## src/rtl/vfu_seq.sv

```systemverilog
// ============================================================================
// Module   : vfu_seq
// Brief    : VFU result-stage command sequencer. It pops queued vector commands,
//            issues their operand beats and tags each beat through the datapath
//            latency so every result carries the operation of its command.
// Revision : 1.0
// ============================================================================
`default_nettype none

module vfu_seq #(
    parameter int DEPTH = 4,
    parameter int CNT_W = 8,
    parameter int LAT   = 2
) (
    input  logic             clk,
    input  logic             rst_n,
    input  logic             cmd_valid,
    output logic             cmd_ready,
    input  logic [1:0]       cmd_op,
    input  logic [CNT_W-1:0] cmd_len,
    output logic             op_valid,
    input  logic             op_ready,
    output logic [1:0]       vfu_inst,
    output logic             vfu_en,
    output logic             res_valid,
    output logic             done,
    output logic             busy
);

    localparam int c_PTR_W = $clog2(DEPTH);

    typedef enum logic [0:0] {
        S_IDLE  = 1'b0,
        S_ISSUE = 1'b1
    } state_t;

    state_t             r_state, w_state_nxt;
    logic [1:0]         r_op, w_op_nxt;
    logic [CNT_W-1:0]   r_rem, w_rem_nxt;
    logic               r_pend, w_pend_nxt;

    logic [1:0]         r_fifo_op  [DEPTH];
    logic [CNT_W-1:0]   r_fifo_len [DEPTH];
    logic [c_PTR_W:0]   r_wr_ptr, r_rd_ptr;
    logic               w_empty, w_full, w_push, w_pop;
    logic [1:0]         w_head_op;
    logic [CNT_W-1:0]   w_head_len;

    logic               r_pv  [LAT];
    logic [1:0]         r_pop [LAT];
    logic               r_pl  [LAT];
    logic               w_s0_v, w_s0_l, w_pipe_any, w_last_beat;
    logic [1:0]         w_s0_op;

    // Extra pointer bit distinguishes full from empty when the indices match.
    assign w_empty    = (r_wr_ptr == r_rd_ptr);
    assign w_full     = (r_wr_ptr[c_PTR_W] != r_rd_ptr[c_PTR_W]) &&
                        (r_wr_ptr[c_PTR_W-1:0] == r_rd_ptr[c_PTR_W-1:0]);
    assign cmd_ready  = !w_full;
    assign w_push     = cmd_valid && !w_full;
    assign w_head_op  = r_fifo_op[r_rd_ptr[c_PTR_W-1:0]];
    assign w_head_len = r_fifo_len[r_rd_ptr[c_PTR_W-1:0]];

    always_ff @(posedge clk) begin
        if (w_push) begin
            r_fifo_op[r_wr_ptr[c_PTR_W-1:0]]  <= cmd_op;
            r_fifo_len[r_wr_ptr[c_PTR_W-1:0]] <= cmd_len;
        end
    end

    always_ff @(posedge clk or negedge rst_n) begin
        if (!rst_n) begin
            r_wr_ptr <= '0;
            r_rd_ptr <= '0;
        end else begin
            if (w_push) r_wr_ptr <= r_wr_ptr + 1'b1;
            if (w_pop)  r_rd_ptr <= r_rd_ptr + 1'b1;
        end
    end

    assign w_last_beat = (r_rem <= CNT_W'(1));

    always_comb begin
        w_state_nxt = r_state;
        w_op_nxt    = r_op;
        w_rem_nxt   = r_rem;
        w_pend_nxt  = 1'b0;
        w_pop       = 1'b0;
        w_s0_v      = 1'b0;
        w_s0_op     = 2'b00;
        w_s0_l      = 1'b0;
        op_valid    = 1'b0;
        case (r_state)
            S_IDLE: begin
                // A zero-length command popped on a last beat owes its marker now.
                if (r_pend) begin
                    w_s0_l = 1'b1;
                end else if (!w_empty) begin
                    w_pop    = 1'b1;
                    w_op_nxt = w_head_op;
                    if (w_head_len == '0) begin
                        w_s0_l = 1'b1;
                    end else begin
                        w_state_nxt = S_ISSUE;
                        w_rem_nxt   = w_head_len;
                    end
                end
            end
            S_ISSUE: begin
                op_valid = 1'b1;
                if (op_ready) begin
                    w_s0_v    = 1'b1;
                    w_s0_op   = r_op;
                    w_s0_l    = w_last_beat;
                    w_rem_nxt = (r_rem == '0) ? '0 : r_rem - CNT_W'(1);
                    if (w_last_beat) begin
                        if (!w_empty) begin
                            w_pop    = 1'b1;
                            w_op_nxt = w_head_op;
                            if (w_head_len == '0) begin
                                w_state_nxt = S_IDLE;
                                w_pend_nxt  = 1'b1;
                            end else begin
                                w_rem_nxt = w_head_len;
                            end
                        end else begin
                            w_state_nxt = S_IDLE;
                        end
                    end
                end
            end
            default: w_state_nxt = S_IDLE;
        endcase
    end

    always_ff @(posedge clk or negedge rst_n) begin
        if (!rst_n) begin
            r_state <= S_IDLE;
            r_op    <= 2'b00;
            r_rem   <= '0;
            r_pend  <= 1'b0;
        end else begin
            r_state <= w_state_nxt;
            r_op    <= w_op_nxt;
            r_rem   <= w_rem_nxt;
            r_pend  <= w_pend_nxt;
        end
    end

    // Tag pipe mirrors the arithmetic latency and never stalls.
    always_ff @(posedge clk or negedge rst_n) begin
        if (!rst_n) begin
            for (int i = 0; i < LAT; i++) begin
                r_pv[i]  <= 1'b0;
                r_pop[i] <= 2'b00;
                r_pl[i]  <= 1'b0;
            end
        end else begin
            r_pv[0]  <= w_s0_v;
            r_pop[0] <= w_s0_op;
            r_pl[0]  <= w_s0_l;
            for (int i = 1; i < LAT; i++) begin
                r_pv[i]  <= r_pv[i-1];
                r_pop[i] <= r_pop[i-1];
                r_pl[i]  <= r_pl[i-1];
            end
        end
    end

    assign vfu_en   = r_pv[LAT-1];
    assign vfu_inst = r_pv[LAT-1] ? r_pop[LAT-1] : 2'b11;

    always_ff @(posedge clk or negedge rst_n) begin
        if (!rst_n) begin
            res_valid <= 1'b0;
            done      <= 1'b0;
        end else begin
            res_valid <= r_pv[LAT-1];
            done      <= r_pl[LAT-1];
        end
    end

    always_comb begin
        w_pipe_any = 1'b0;
        for (int i = 0; i < LAT; i++) begin
            w_pipe_any = w_pipe_any | r_pv[i] | r_pl[i];
        end
    end

    assign busy = (r_state != S_IDLE) || r_pend || !w_empty || w_pipe_any ||
                  res_valid || done;

endmodule

`default_nettype wire

```

## config.mk

```make
export PLATFORM = sky130hd
export DESIGN_NAME = vfu_seq
export DESIGN_NICKNAME = d
export VERILOG_FILES = /design/src/rtl/vfu_seq.sv
export SDC_FILE = /design/constraint.sdc
export NUM_CORES = 1
export LEC_CHECK = 0
export ABC_AREA = 1
export BUFFER_PORTS_ARGS = -buffer_cell sky130_fd_sc_hd__buf_4
export CORE_ASPECT_RATIO = 0.6
export CORE_MARGIN = 1.5
export CORE_UTILIZATION = 54
export CTS_BUF_LIST = sky130_fd_sc_hd__clkbuf_16
export DETAILED_ROUTE_END_ITERATION = 8
export GPL_ROUTABILITY_DRIVEN = 0
export PLACE_DENSITY = 0.77
export RECOVER_POWER = 100
export SYNTH_ARGS = -nofsm -noshare
export SYNTH_HDL_FRONTEND = slang
export SYNTH_SLANG_ARGS = --single-unit
export TNS_END_PERCENT = 30
```

## constraint.sdc

```tcl
create_clock -name clk -period 2.2 [get_ports clk]
set_clock_uncertainty 0.2 [all_clocks]
set_input_delay 0.33 -clock clk [delete_from_list [all_inputs] [get_ports clk]]
set_output_delay 0.33 -clock clk [all_outputs]
set_load 0.05 [all_outputs]
```

# --- Word level (Yosys, flattened, before mapping) ---
# Memories as Yosys holds them, arrays and structs flattened.
# Cells that the tools add are included.
op_classes:
  n_addsub: 3
  order_cmp: 1
  eq_ne: 8
  muxes: 41
  n_bitwise: 4
  reduce_logical: 13
op_table:
  columns: ["op", "count"]
  rows:
  - ["2-to-1 mux 8 bit", 8]
  - ["2-to-1 mux 1 bit", 21]
  - ["logical NOT 8 bit", 2]
  - ["one-hot mux 8 bit (2 select lines)", 1]
  - ["2-to-1 mux 2 bit", 7]
  - ["less-or-equal comparator 8 x 1 -> 1 bit, second input constant", 1]
  - ["!= test 2 bit, second input constant", 4]
  - ["subtractor 8 x 1 -> 8 bit, second input constant", 1]
  - ["adder 3 x 1 -> 3 bit, second input constant", 2]
  - ["one-hot mux 1 bit (2 select lines)", 3]
  - ["logical OR 1 bit", 5]
  - ["one-hot mux 2 bit (2 select lines)", 1]
  - ["AND reduction 4 bit", 1]
  - ["== test 3 bit", 1]
  - ["OR 1 bit", 3]
  - ["AND reduction 3 bit", 1]
  - ["== test 2 bit", 1]
  - ["logical AND 1 bit", 2]
  - ["logical NOT 1 bit", 2]
  - ["!= test 2 x 1 -> 1 bit, second input constant", 1]
  - ["!= test 1 bit", 1]
  - ["NOT 1 bit", 1]
word_totals:
  register_bits: 28
  ram_bits: 40
  input_bits: 14
  output_inout_bits: 8
  elab_cells: 86
  memories: 2
memory_table:
  columns: ["name", "depth", "word_bits", "read_ports", "rd_clocked_by_memory_dff", "wr", "line", "rtl"]
  rows:
  - ["r_fifo_len", 4, 8, 1, 0, 1, "43", "logic [CNT_W-1:0] r_fifo_len [DEPTH];"]
  - ["r_fifo_op", 4, 2, 1, 0, 1, "42", "logic [1:0] r_fifo_op [DEPTH];"]

# --- Depth between registers and ports, before layout ---
logic_depth:
  word_depth: 7
  ltp_mapped: 13

# --- Worst setup path before layout ---
# OpenSTA, ideal clock, no wires.
synth_timing:
  kind: "register to register"
  from: "reg r_rd_ptr[0]"
  to: "mem r_fifo_len[3][0] (enable)"
  setup_ns: 0.379
  arrival_time_ns: 1.956
  required_time_ns: 1.621
  path_slack_ns: -0.335
  stages_incl_launch_ff: 6
  period_less_slack_ns: 2.535
  path_cell_list: "dfrtp_1 buf_4 xnor2_2 nand3_1 nand2_1 nor2_1"
synth_via:
  elab_chain_cells: 6
synth_lines:
  columns: ["element", "line", "rtl"]
  rows:
  - ["start: declaration", "44", "logic [c_PTR_W:0] r_wr_ptr, r_rd_ptr;"]
  - ["start signal: assignment", "77", "if (w_pop) r_rd_ptr <= r_rd_ptr + 1'b1;"]
  - ["== test 2 bit", "58", "(r_wr_ptr[c_PTR_W-1:0] == r_rd_ptr[c_PTR_W-1:0]);"]
  - ["logical AND 1 bit", "57", "assign w_full = (r_wr_ptr[c_PTR_W] != r_rd_ptr[c_PTR_W]) &&"]
  - ["logical NOT 1 bit", null, null]
  - ["named net cmd_ready", "18", "output logic cmd_ready,"]
  - ["logical AND 1 bit", "60", "assign w_push = cmd_valid && !w_full;"]
  - ["2-to-1 mux 1 bit", "65", "if (w_push) begin"]
  - ["2-to-1 mux 1 bit (not written as such)", "67", "r_fifo_len[r_wr_ptr[c_PTR_W-1:0]] <= cmd_len;"]
  - ["end: declaration", "43", null]
# The timed path passes the listed nets, and every way through them passes these cells.

# --- Final worst setup path ---
layout_timing:
  from: "reg r_rd_ptr[0]"
  to: "out busy"
layout_via:
  elab_chain_cells: 6
layout_lines:
  columns: ["element", "line", "rtl"]
  rows:
  - ["== test 3 bit", "56", "assign w_empty = (r_wr_ptr == r_rd_ptr);"]
  - ["logical NOT 1 bit", "190", "assign busy = (r_state != S_IDLE) || r_pend || !w_empty || w_pipe_any ||"]
  - ["logical OR 1 bit (3 in series)", "190", null]
  - ["logical OR 1 bit", "191", "res_valid || done;"]
  - ["end: declaration", "27", "output logic busy"]
# Every way passes these cells.

==> results.toml <==
[setup_path]
timing.reg2reg.worst_path_depth = 10
worstSetupStartpointType = "register"
worst-setup-path-type = "register to output port"
timing.rr.end = "r_rd_ptr[2]"
worstPathMaxFanout = 3
cp.required_ns = 1.67
worstSetupEndpointType = "output port"
rr_startpoint = "r_rd_ptr[0]"
worst_ep_arrival_time_ns = 1.57
reg2reg_setup_slack_ns = 0.18

[clocking]
cts_made_buffers = 9
htreeDepth = 3
path_clk_slew_ns = 0.05
cts_buffer_depth = 2
cts.sink_count = 68
clk_latency_ns = 0.33
cts_tree = "done"
cts_root_buffer = "sky130_fd_sc_hd__clkbuf_16"

[flow_run]
maxCapViolCount = 0

[synth]
synth_enable_flop_cells = 40
ys_async_sr_fraction_pct = 41.2
post_synth_instance_area_um2 = 3070
synth_top_family_by_area = "simple AND/OR/NAND/NOR gates"
post_synth_and_or_nand_nor_area_fraction_pct = 23.6
synth_largest_area_cell = "sky130_fd_sc_hd__edfxtp_1"
yosys.area_share.adder_pct = 2.85
synthXorXnorAreaFrac_pct = 3.67
synth_compound_area_share_pct = 3.34
seq_area_frac_synth_pct = 62.0
synthesis.nets = 319
synth_cell_types = 31
synth_top_area_share_pct = 39.1
synthMuxAreaShare_pct = 0
synthFlopType = "sky130_fd_sc_hd__edfxtp_1"
ys_warn_count = 0
flop_and_latch_count_out_of_synthesis = 68
synth_most_common_cell = "sky130_fd_sc_hd__nand2_1"
yosys-top-cells-count = "sky130_fd_sc_hd__nand2_1, sky130_fd_sc_hd__edfxtp_1, sky130_fd_sc_hd__nand3_1"
post_synth_inst_count = 298
syn_avg_cell_area_um2 = 10.3
synth_area_leaders = "sky130_fd_sc_hd__edfxtp_1, sky130_fd_sc_hd__dfrtp_1, sky130_fd_sc_hd__nand2_1, sky130_fd_sc_hd__nand3_1, sky130_fd_sc_hd__ha_1"

[die]
die-height_um = 61.4
die_width_um = 100
die_area_um2 = 6160
initial_cell_density_of_the_core_pct = 55.6
ioPinCount = 22
core_area_um2 = 5520
std_cell_rows = 21

[global_route]
groute.usage.overall_pct = 22.3
antenna_found_initial = 0
grt_pass1_wl_um = 9760
number_of_global_route_vias_before_repair = 1997
grt_overflow_total = 0
grt_start_max_net_pins = 29

[min_path]
hold_path.startpoint = "op_ready"
min_delay_worst_endpoint = "r_pl[1]"
min_delay_path_depth = 3
timing.hold.worst.class = "input port to register"

[cells_and_area]
final_layout_size_suffix_gt1_share_pct = 14.5
final.fill_count = 456
regArea_um2 = 1900
areaGrowthSynthToFinish_pct = 20.7
finish.instance_area_um2 = 3710
layout.core_utilization_pct = 67.2
n_antenna_cell = 0
final_nets = 362
total_area_of_multi_input_combinational_cells_um2 = 1050

[detailed_routing]
wire_per_inst_um = 14.8
number_of_detailed_routing_iterations_run_before_antenna_repair = 5
drt_iter0_drc = 131
avgViaCountPerCell = 5.22
drc_errors = 0
postRouteWirelength_um = 6160
num_vias = 2165
detail-route-antenna-nets = 0

[timing]
worst_slew_pin_slew_ns = 0.696
timing.final.max_slew_violations = 0
timing.max_slew.rel_slack_pct = 53.6
finalWorstPathRequiredPeriod_ns = 2.10
finalSetupViolations = 0
setup-tns-final_ns = 0
fin_ws_ns = 0.0981
final-hold-violation-count = 0
finalCritPeriodShare_pct = 95.5
setup_repair_after_global_routing_missed_its_margin = "no"
achievable-frequency_mhz = 476

[status]
status = "complete, no violations"

[placed_design]
io_buffer_count = 21
placement.setup.worst_slack_ns = 0.106
dpl-instance-area_um2 = 3340
place.detailed.hpwl_um = 4040

[power]
power_density_nw_per_um2 = 1440
irDropWorstVdd_mv = 0.636
total_power_mw = 5.33
leakage_power_of_the_design_nw = 1.61
worst max-delay path, stage by stage (launching register included):
cell                      delay [ns]
sky130_fd_sc_hd__dfrtp_1        0.40
sky130_fd_sc_hd__buf_4          0.17
sky130_fd_sc_hd__xnor2_4        0.16
sky130_fd_sc_hd__nand3_2        0.13
sky130_fd_sc_hd__inv_4          0.09
sky130_fd_sc_hd__nand3_1        0.07
sky130_fd_sc_hd__buf_4          0.21
cell type report:
class / instances / area share [%]
flip-flops and latches: 68 / 51.3
multi-input cells: 197 / 28.4
repair buffers: 38 / 6.31
clock buffers: 9 / 6.08
inverters: 27 / 2.90
clock inverters: 7 / 2.67
well taps: 69 / 2.33
worst max path at each step:
stage	startpoint	end	slack, ns	depth (start not counted)
2_1_floorplan	r_rd_ptr[0]	r_fifo_len[0][0]	0.05	5
3_3_place_gp	r_rem[0]	r_rem[7]	0.12	9
3_5_place_dp	r_rem[0]	r_rem[0]	0.11	9
4_1_cts	r_rd_ptr[0]	busy	0.004	6
5_1_grt	r_rd_ptr[0]	r_rem[6]	0.008	12
6_report	r_rd_ptr[0]	busy	0.1	6
power breakdown:
part	switching [mW]	leakage, nW	internal, mW
clock	0.545	0.156	0.996
sequential	0.206	0.711	1.71
combinational	1.24	0.747	0.631
registers in the layout, summed over array words and instances (netlist names), 2 cells and up:
register,flops
r_pop,4
r_rem,8
r_wr_ptr,3
r_rd_ptr,3
r_pl,2
r_fifo_op,8
r_op,2
r_fifo_len,32
timing repair:
action                                 4_1_cts  5_1_grt
setup buffers                                0        1
hold buffers                                10        0
setup endpoints to repair                    1        9
endpoints found under the hold margin       61        0
pin swaps                                    0        1
resized for setup                            1        5
cells by family (layout without fill, tap and decap cells):
family | after synthesis | after routing
AOI/OAI and AO/OA | 17 | 17
adders and majority gates | 7 | 7
DFF | 68 | 68
and+or+nand+nor | 161 | 161
buffers and inverters | 33 | 81
xor gates and xnor gates | 12 | 12
metal layers:
| metal | share of wire, % | GRT usage (%) | wire, um |
|---|---|---|---|
| met1 | 49 | 31.2 | 3030 |
| met2 | 44 | 33.5 | 2690 |
| met3 | 6.0 | 6.81 | 368 |
| met4 | 1.1 | 8.45 | 68 |
| met5 | 0 | 0 | 0 |
metrics by stage:
| step | instances | hold slack (ns) |
|---|---|---|
| 4_1_cts | 414 | 0.0163 |
| 6_report | 415 | 0.111 |
| 5_1_grt | 415 | 0.132 |
| 2_1_floorplan | 298 | -0.166 |
| 3_5_place_dp | 388 | 0.0694 |
| 3_3_place_gp | 388 | 0.0682 |
cells in the final DEF (no fill, tap or decap), drive strengths merged, types with 2 or more instances in the layout:
cell type	n
nand2	93
edfxtp	40
nand3	38
clkbuf	31
dfrtp	28
inv	27
nor2	24
xor2	10
dlygate4sd3	10
o21ai	8
ha	7
buf	6
a21oi	5
nor3	3
clkinv	3
clkinvlp	2
o22ai	2
bufinv	2
xnor2	2
Power figures use the tool's default switching activity.
